File: src/rtl/dac_cfg_frame_loader_pkg.sv
// Shared types and helpers for the DAC configuration frame loader.
// Holds the loader FSM encoding and the frame payload length helper.
package dac_cfg_frame_loader_pkg;

   typedef enum logic [1:0] {
      ST_IDLE   = 2'd0,
      ST_SHIFT  = 2'd1,
      ST_PARITY = 2'd2
   } state_e;

   // Payload length of one frame, start and parity bits excluded.
   function automatic int frame_bits(input int nch, input int w);
      return nch * w;
   endfunction

endpackage

File: src/rtl/dac_cfg_frame_loader_shift.sv
// Enable-gated serial-in/parallel-out register with synchronous clear.
// New bits enter at the LSB, so the first bit shifted in ends up at the MSB.
module cfg_shift_reg #(
   parameter int N = 9
) (
   input  logic         clk,
   input  logic         rst_n,
   input  logic         clr_i,
   input  logic         en_i,
   input  logic         din_i,
   output logic [N-1:0] q_o
);

   logic [N-1:0] q_q;
   logic [N-1:0] q_d;
   logic [N:0]   ext;

   always_comb begin
      ext = {q_q, din_i};
      q_d = q_q;
      if (clr_i) begin
         q_d = '0;
      end else if (en_i) begin
         q_d = ext[N-1:0];
      end
   end

   always_ff @(posedge clk or negedge rst_n) begin
      if (!rst_n) begin
         q_q <= '0;
      end else begin
         q_q <= q_d;
      end
   end

   assign q_o = q_q;

endmodule

File: src/rtl/dac_cfg_frame_loader.sv
// Serial loader for DAC reference codes: parity-checked frames land in a
// staging register and are committed atomically to the shadow by `load`.
module dac_cfg_frame_loader
   import dac_cfg_frame_loader_pkg::*;
#(
   parameter int NCH = 3,
   parameter int W   = 3
) (
   input  logic             clk,
   input  logic             rst_n,
   input  logic             sen,
   input  logic             sdi,
   input  logic             load,
   output logic [NCH*W-1:0] codes,
   output logic             pending,
   output logic             busy,
   output logic             frame_ok,
   output logic             frame_err
);

   localparam int F  = frame_bits(NCH, W);
   localparam int CW = $clog2(F + 1);

   state_e          state_q;
   logic [CW-1:0]   cnt_q;
   logic            par_q;
   logic [F-1:0]    stage_q;
   logic [F-1:0]    codes_q;
   logic            pending_q;
   logic            busy_q;
   logic            ok_q;
   logic            err_q;

   logic [F-1:0]    shift_w;
   logic            sh_clr;
   logic            sh_en;

   assign sh_clr = (state_q == ST_IDLE) && sen && sdi;
   assign sh_en  = (state_q == ST_SHIFT) && sen;

   cfg_shift_reg #(.N(F)) u_shift (
      .clk   (clk),
      .rst_n (rst_n),
      .clr_i (sh_clr),
      .en_i  (sh_en),
      .din_i (sdi),
      .q_o   (shift_w)
   );

   always_ff @(posedge clk or negedge rst_n) begin
      if (!rst_n) begin
         state_q   <= ST_IDLE;
         cnt_q     <= '0;
         par_q     <= 1'b0;
         stage_q   <= '0;
         codes_q   <= '0;
         pending_q <= 1'b0;
         busy_q    <= 1'b0;
         ok_q      <= 1'b0;
         err_q     <= 1'b0;
      end else begin
         ok_q  <= 1'b0;
         err_q <= 1'b0;

         // Commit uses the old staging; a frame finishing on the same edge
         // re-arms pending below, since the later assignment wins.
         if (load && pending_q) begin
            codes_q   <= stage_q;
            pending_q <= 1'b0;
         end

         case (state_q)
            ST_IDLE: begin
               if (sen && sdi) begin
                  cnt_q   <= '0;
                  par_q   <= 1'b0;
                  state_q <= ST_SHIFT;
                  busy_q  <= 1'b1;
               end
            end
            ST_SHIFT: begin
               if (!sen) begin
                  state_q <= ST_IDLE;
                  busy_q  <= 1'b0;
                  err_q   <= 1'b1;
               end else begin
                  par_q <= par_q ^ sdi;
                  if (cnt_q != CW'(F)) begin
                     cnt_q <= cnt_q + CW'(1);
                  end
                  if (cnt_q == CW'(F - 1)) begin
                     state_q <= ST_PARITY;
                  end
               end
            end
            ST_PARITY: begin
               state_q <= ST_IDLE;
               busy_q  <= 1'b0;
               if (!sen) begin
                  err_q <= 1'b1;
               end else if (par_q == sdi) begin
                  stage_q   <= shift_w;
                  pending_q <= 1'b1;
                  ok_q      <= 1'b1;
               end else begin
                  err_q <= 1'b1;
               end
            end
            default: begin
               state_q <= ST_IDLE;
               busy_q  <= 1'b0;
            end
         endcase
      end
   end

   assign codes     = codes_q;
   assign pending   = pending_q;
   assign busy      = busy_q;
   assign frame_ok  = ok_q;
   assign frame_err = err_q;

endmodule

File: config.mk
export PLATFORM = sky130hd
export DESIGN_NAME = dac_cfg_frame_loader
export DESIGN_NICKNAME = d
export VERILOG_FILES = /design/src/rtl/dac_cfg_frame_loader_pkg.sv /design/src/rtl/dac_cfg_frame_loader_shift.sv /design/src/rtl/dac_cfg_frame_loader.sv
export SDC_FILE = /design/constraint.sdc
export NUM_CORES = 1
export LEC_CHECK = 0
export BUFFER_PORTS_ARGS = -buffer_cell sky130_fd_sc_hd__clkbuf_2
export CAP_MARGIN = 20
export CORE_MARGIN = 4
export CORE_UTILIZATION = 55
export DETAILED_ROUTE_END_ITERATION = 10
export GPL_ROUTABILITY_DRIVEN = 1
export HOLD_SLACK_MARGIN = 0.05
export MAX_ROUTING_LAYER = met4
export PLACE_DENSITY = 0.75
export SKIP_CTS_REPAIR_TIMING = 1
export SYNTH_ARGS = -nofsm -noshare
export SYNTH_HDL_FRONTEND = slang
export SYNTH_SLANG_ARGS = --single-unit
export TNS_END_PERCENT = 5
File: constraint.sdc
create_clock -name clk -period 5 [get_ports clk]
set_clock_uncertainty 0.1 [all_clocks]
set_input_delay 0.75 -clock clk [delete_from_list [all_inputs] [get_ports clk]]
set_output_delay 0.75 -clock clk [all_outputs]
set_load 0.01 [all_outputs]
==> results.cfg, run 1 <==
[pwr]
ir_drop_v = 0.000309
power.share.switching = 0.359
p_int_mw = 0.603
power_frac_clock = 0.174
switchingPower_mw = 0.337
power_density_nw_per_um2 = 486
power_frac_comb = 0.357
total_power_mw = 0.940
leakagePower_nw = 0.946
seq_power_share = 0.469

[route]
drc = 0
viasPerCell = 5.38
num_vias = 1136
routed_wl_um = 2760
dr.first_iter.drc_count = 24
ant_nets = 0
drt_first_pass_iters = 4
detail_route.wl_per_cell_um = 13.1

[cts]
htreeDepth = 2
clockBufferDepth = 2
numCtsBuffers = 5
path_clk_slew_ns = 0.11
cts_tree = built
cts_root_buf = clkbuf_4
cts_num_sinks = 38
insertion_delay_ns = 0.33

[worst_setup_path]
cp-startpoint = state_q[1]
crit_type = flop to flop
cp_data_arrival_time_ns = 2.23
cp_max_fo = 17
r2r-start = state_q[1]
r2r_end = state_q[0]
reg2reg_depth = 5
start_kind = flop
reg2reg_slack_ns = 2.92
cp.required_ns = 5.15
worstSetupEndpointType = flop
critPathCapture = state_q[0]

[sta]
fin_setup_tns_ns = 0
post-route-period-util = 0.416
max_slew_margin = 0.394
rsz0062_at_grt = false
worst-slew-pin-transition_ns = 0.909
slew_viol_final = 0
period_needed_ns = 2.08
hold_viol = 0
clock.fmax_mhz = 481
finalSetupViolations = 0

[synth]
synth_area_um2 = 1770
synthCells = 149
yosys_warnings = 0
syn_nets = 161
yosys_register_bits = 38
ys_seq_area_frac = 0.536
avgSynthCellArea_um2 = 11.9
synthDistinctLibCells = 35

[place]
gp_congestion = 0.825
portBuffers = 17
hpwl_um = 2000

[flow_run]
maxCapViolations = 0

[min_path]
hp-class = flop to flop

[global_route]
gr-usage-met2 = 0.280
grt_use_met1 = 0.167
top_usage_layer = met2
grt_max_degree = 39
grt_util_met3 = 0.0537
antenna_found_initial = 0
grt_pass1_vias = 1153
grtUsageTotal = 0.157
grt_pass1_wl_um = 4980
overflow = 0

[finish]
area_growth_pct = 8.96
num_antenna_cells = 0
fin_nets = 178
fill_cells = 246
drive_gt1_frac = 0.293
final_common_cell = dfrtp_1
final_cell_mix = 38 x dfrtp_1, 21 x nand2_1, 17 x clkbuf_2

[floorplanning]
die_h_um = 64.8
start_util = 0.576
fp-row-count = 20
die_x_um = 64.8
ios = 18
die_area_um2 = 4200
core_um2 = 3080

[status]
outcome = completed
[stage by stage]
step / std cells / area (um^2) / util / hold slack, ns / setup WS (ns)
2_1_floorplan: 149 / 1770 / - / 0.354 / 3.12
6_report: 211 / 1930 / 0.628 / 0.414 / 2.92
3_3_place_gp: 203 / 1870 / 0.607 / 0.386 / 3.01
3_5_place_dp: 203 / 1870 / 0.607 / 0.393 / 2.94
5_1_grt: 211 / 1930 / 0.628 / 0.432 / 2.74
4_1_cts: 211 / 1930 / 0.628 / 0.419 / 2.93
[sequential cells by signal, summed over array words and instances, names as in the netlist]
| name | cells |
|---|---|
| busy | 1 |
| cnt_q | 4 |
| codes | 9 |
| frame_err | 1 |
| frame_ok | 1 |
| par_q | 1 |
| pending | 1 |
| stage_q | 9 |
| state_q | 2 |
| u_shift.q_o | 9 |
[cell usage after synthesis]
cell	instances	area share
inv_1	8	0.017
nand3b_1	3	0.013
a31oi_1	2	0.0071
nand4_1	1	0.0035
nand4b_1	1	0.0049
nand2b_1	1	0.0035
o311ai_0	1	0.0049
and2_1	2	0.0071
o22ai_1	2	0.0071
and3_2	1	0.0042
buf_2	3	0.0085
o221ai_1	1	0.0049
nor2b_1	1	0.0035
a21o_1	1	0.0042
a311oi_1	1	0.0049
a21bo_2	1	0.0056
nand2b_4	1	0.0078
mux2_4	8	0.068
mux2i_1	2	0.011
a311o_1	1	0.0056
o21ai_0	4	0.011
a21o_2	1	0.0049
nor2_1	1	0.0021
dfrtp_1	38	0.54
o211ai_1	3	0.013
clkbuf_1	2	0.0042
buf_6	2	0.013
o22a_1	1	0.0049
xnor2_2	1	0.0092
a21oi_1	10	0.028
and3_4	1	0.0063
nand3_1	5	0.014
nand2_1	21	0.044
ha_1	7	0.049
mux2_2	10	0.063
[critical path, stage by stage, from the launching register on]
cell      delay, ns
dfrtp_1        0.42
inv_1          0.11
ha_1           0.51
nand2_1        0.37
a311o_1        0.42
o221ai_1       0.07
[cell families (layout without fill, tap and decap cells)]
family / after synthesis / after routing / synth area share
compound gates: 29 / 29 / 0.106
xor+xnor: 1 / 1 / 0.00917
fa+ha+maj: 7 / 7 / 0.0494
flops: 38 / 38 / 0.536
buf+inv: 15 / 33 / 0.0423
mux: 20 / 20 / 0.142
simple gates: 39 / 39 / 0.114
[power by group through the flow]
stage	Sequential (mW)	Combinational, mW	Clock (mW)
6_report	0.441	0.336	0.164
5_1_grt	0.452	0.380	0.188
4_1_cts	0.440	0.337	0.172
3_5_place_dp	0.446	0.337	0
3_3_place_gp	0.443	0.322	0
2_1_floorplan	0.441	0.261	0
[worst min-delay path by stage]
stage,startpoint,to,slack [ns],cells after the start
final,codes[6],codes[6],0.41,1
after global routing,codes[4],codes[4],0.43,1
after CTS,codes[6],codes[6],0.42,1
after detailed placement,codes[7],codes[7],0.39,1
after global placement,codes[8],codes[8],0.39,1
after floorplan,rst_n,busy,0.35,0
[area by class of cell]
cell class	instances	area, um^2	share of cell area
clock buffers	6	51.3	0.0265
clock inverters	2	12.5	0.00647
inverters	8	30.0	0.0155
multi-input cells	96	748	0.387
flip-flops and latches	38	951	0.492
well taps	44	55.1	0.0285
repair buffers	17	85.1	0.0440
[routing by layer]
| layer | up-vias | part of all wire |
|---|---|---|
| li1 | 554 | - |
| met1 | 558 | 0.44 |
| met2 | 22 | 0.52 |
| met3 | 2 | 0.040 |
| met4 | 0 | 0.0014 |
| met5 | - | 0 |
Power figures use the tool's default switching activity.
==> run 2: changes to the inputs <==
--- a/config.mk
+++ b/config.mk
@@ -5,6 +5,7 @@
 export SDC_FILE = /design/constraint.sdc
 export NUM_CORES = 1
 export LEC_CHECK = 0
+export ABC_AREA = 1
 export BUFFER_PORTS_ARGS = -buffer_cell sky130_fd_sc_hd__clkbuf_2
 export CAP_MARGIN = 20
 export CORE_MARGIN = 4
==> constraint.sdc (replaced) <==
create_clock -name clk -period 2 [get_ports clk]
set_clock_uncertainty 0.1 [all_clocks]
set_input_delay 0.3 -clock clk [delete_from_list [all_inputs] [get_ports clk]]
set_output_delay 0.3 -clock clk [all_outputs]
set_load 0.01 [all_outputs]
==> results.cfg, run 2 <==
[min_path]
hp-class = input port to flop

[route]
routed_wl_um = 3070
num_vias = 1240
drt_first_pass_iters = 4
viasPerCell = 5.15
drc = 0
ant_nets = 0
dr.first_iter.drc_count = 76
detail_route.wl_per_cell_um = 12.7

[global_route]
overflow = 0
grtUsageTotal = 0.186
grt_pass1_vias = 1285
grt_max_degree = 39
antenna_found_initial = 0
grt_pass1_wl_um = 5670

[finish]
multi_input_comb_area_um2 = 674
num_antenna_cells = 0
final_cell_mix = 43 x nand2_1, 38 x dfrtp_1, 17 x clkbuf_2
fin_util = 0.630
regArea_um2 = 951
final_common_cell = nand2_1
fin_nets = 209
area_growth_pct = 11.0
drive_gt1_frac = 0.223
layout.cells.non_filler = 241
fill_cells = 266

[synth]
ys_seq_area_frac = 0.553
synth_fa_ha_area_frac = 0.0509
yosys.area_share.simple = 0.208
synth_ff_type = dfrtp_1
synth_area_um2 = 1720
yosys_register_bits = 38
synth_top_family_by_area = simple AND/OR/NAND/NOR gates
synth-xor-area-share = 0.0153
ys_async_sr_fraction = 1.00
synth_compound_area_frac = 0.0590
synth_top_area_share = 0.553
synth_top_cell_by_area = dfrtp_1
ys_top_cells_by_area = dfrtp_1 55%, nand2_1 9.4%, mux2_2 5.9%
synthDistinctLibCells = 23
synth_edf_count = 0
yosysMostFrequentCell = nand2_1
avgSynthCellArea_um2 = 9.88
yosys_warnings = 0
syn_nets = 186
synth_mux_area_frac = 0.0590
synthCells = 174
synth_common_cells = 43 x nand2_1, 38 x dfrtp_1, 14 x o21ai_1, 12 x inv_1, 11 x nor2_1

[cts]
path_clk_slew_ns = 0.10
cts_tree = built
cts_root_buf = clkbuf_4
cts_num_sinks = 38
numCtsBuffers = 5
insertion_delay_ns = 0.34
htreeDepth = 2
clockBufferDepth = 2

[sta]
rsz0062_at_grt = false
period_needed_ns = 1.76
post-route-period-util = 0.879
max_slew_margin = 0.696
finalSetupViolations = 0
clock.fmax_mhz = 569
slew_viol_final = 0
worst-slew-pin-transition_ns = 0.457
fin_setup_tns_ns = 0
setup_ws_ns = 0.241
hold_viol = 0

[worst_setup_path]
worst_path_largest_cell_delay_ns = 0.41
cp_cell_sequence = inv_1 > ha_1 > nand2_4 > inv_2 > nand2_1 > nand2_1 > nand2_1 > o21ai_1
cp_data_arrival_time_ns = 1.93
start_kind = flop
worstSetupEndpointType = flop
crit_top_cell = nand2_1
cp_max_fo = 11
worst_path_max_delay_cell = dfrtp_1
cp.required_ns = 2.17
crit_type = flop to flop
critPathBufInv = 2
path_delay_family = simple AND/OR/NAND/NOR gates

[status]
outcome = completed

[pwr]
ir_drop_v = 0.000577
leakagePower_nw = 1.02
total_power_mw = 2.51
power_density_nw_per_um2 = 1320

[place]
place_ws_ns = 0.260
gp_congestion = 0.788
hpwl_um = 2220
portBuffers = 17
dp_cells = 232

[floorplanning]
die_area_um2 = 4080
core_um2 = 3030
ios = 18
fp-row-count = 20
die_h_um = 63.9
die_x_um = 63.9
start_util = 0.568

[flow_run]
maxCapViolations = 0
-- run 2: changes by cell type after synthesis, sizes merged, moves of 6 or more --
| cell | previous run | this run |
|---|---|---|
| a21oi | 10 | 2 |
| inv | 8 | 14 |
| nand2 | 21 | 48 |
| o21ai | 4 | 17 |
| nand4 | 1 | 10 |
| mux2 | 18 | 9 |
| nor2 | 1 | 11 |
-- run 2: final cells by class --
class / count / area share
Clock inverter: 2 / 0.00525
Sequential cell: 38 / 0.498
Clock buffer: 5 / 0.0197
Tap cell: 44 / 0.0289
Inverter: 14 / 0.0275
Multi-Input combinational cell: 116 / 0.353
Timing Repair Buffer: 22 / 0.0669
-- run 2: final timing paths --
path,from,to,slack (ns),depth (start not counted)
max,state_q[1],state_q[1],0.24,8
min,sdi,par_q,0.19,4
max reg2reg,state_q[1],state_q[1],0.24,8
min reg2reg,stage_q[7],stage_q[7],0.38,2
max in group asynchronous,rst_n,u_shift.q_o[5],1.05,3
min in group asynchronous,rst_n,codes[3],0.42,3
-- run 2: through the flow --
stage / cell area (um^2) / hold WS, ns
2_1_floorplan: 1720 / -0.0956
3_3_place_gp: 1840 / 0.262
3_5_place_dp: 1840 / 0.270
4_1_cts: 1890 / -0.111
5_1_grt: 1910 / 0.204
6_report: 1910 / 0.195
-- run 2: cell families after synthesis --
| logic type | after synthesis |
|---|---|
| flip-flops | 38 |
| AO/OA/AOI/OAI | 20 |
| XOR/XNOR | 3 |
| buffers and inverters | 20 |
| adder cells (fa/ha/maj) | 7 |
| multiplexers | 9 |
| AND/OR/NAND/NOR | 77 |
-- run 2: layer usage --
metal	vias to the layer above	track usage	wire length [um]
li1	610	-	-
met1	592	0.209	1350
met2	26	0.298	1500
met3	12	0.0439	124
met4	0	0.113	93
met5	-	-	0
-- run 2: where the power goes --
part | internal [mW] | switching (mW)
sequential | 1.05 | 0.186
combinational | 0.364 | 0.548
clock | 0.126 | 0.236
-- run 2: worst reg2reg max path, delay by kind of cell (launching register included) --
family                     cells  cell delay [ns]
AOI/OAI and AO/OA              1             0.08
adders and majority gates      1             0.38
buffers and inverters          2             0.28
DFF                            1             0.41
and+or+nand+nor                4             0.43
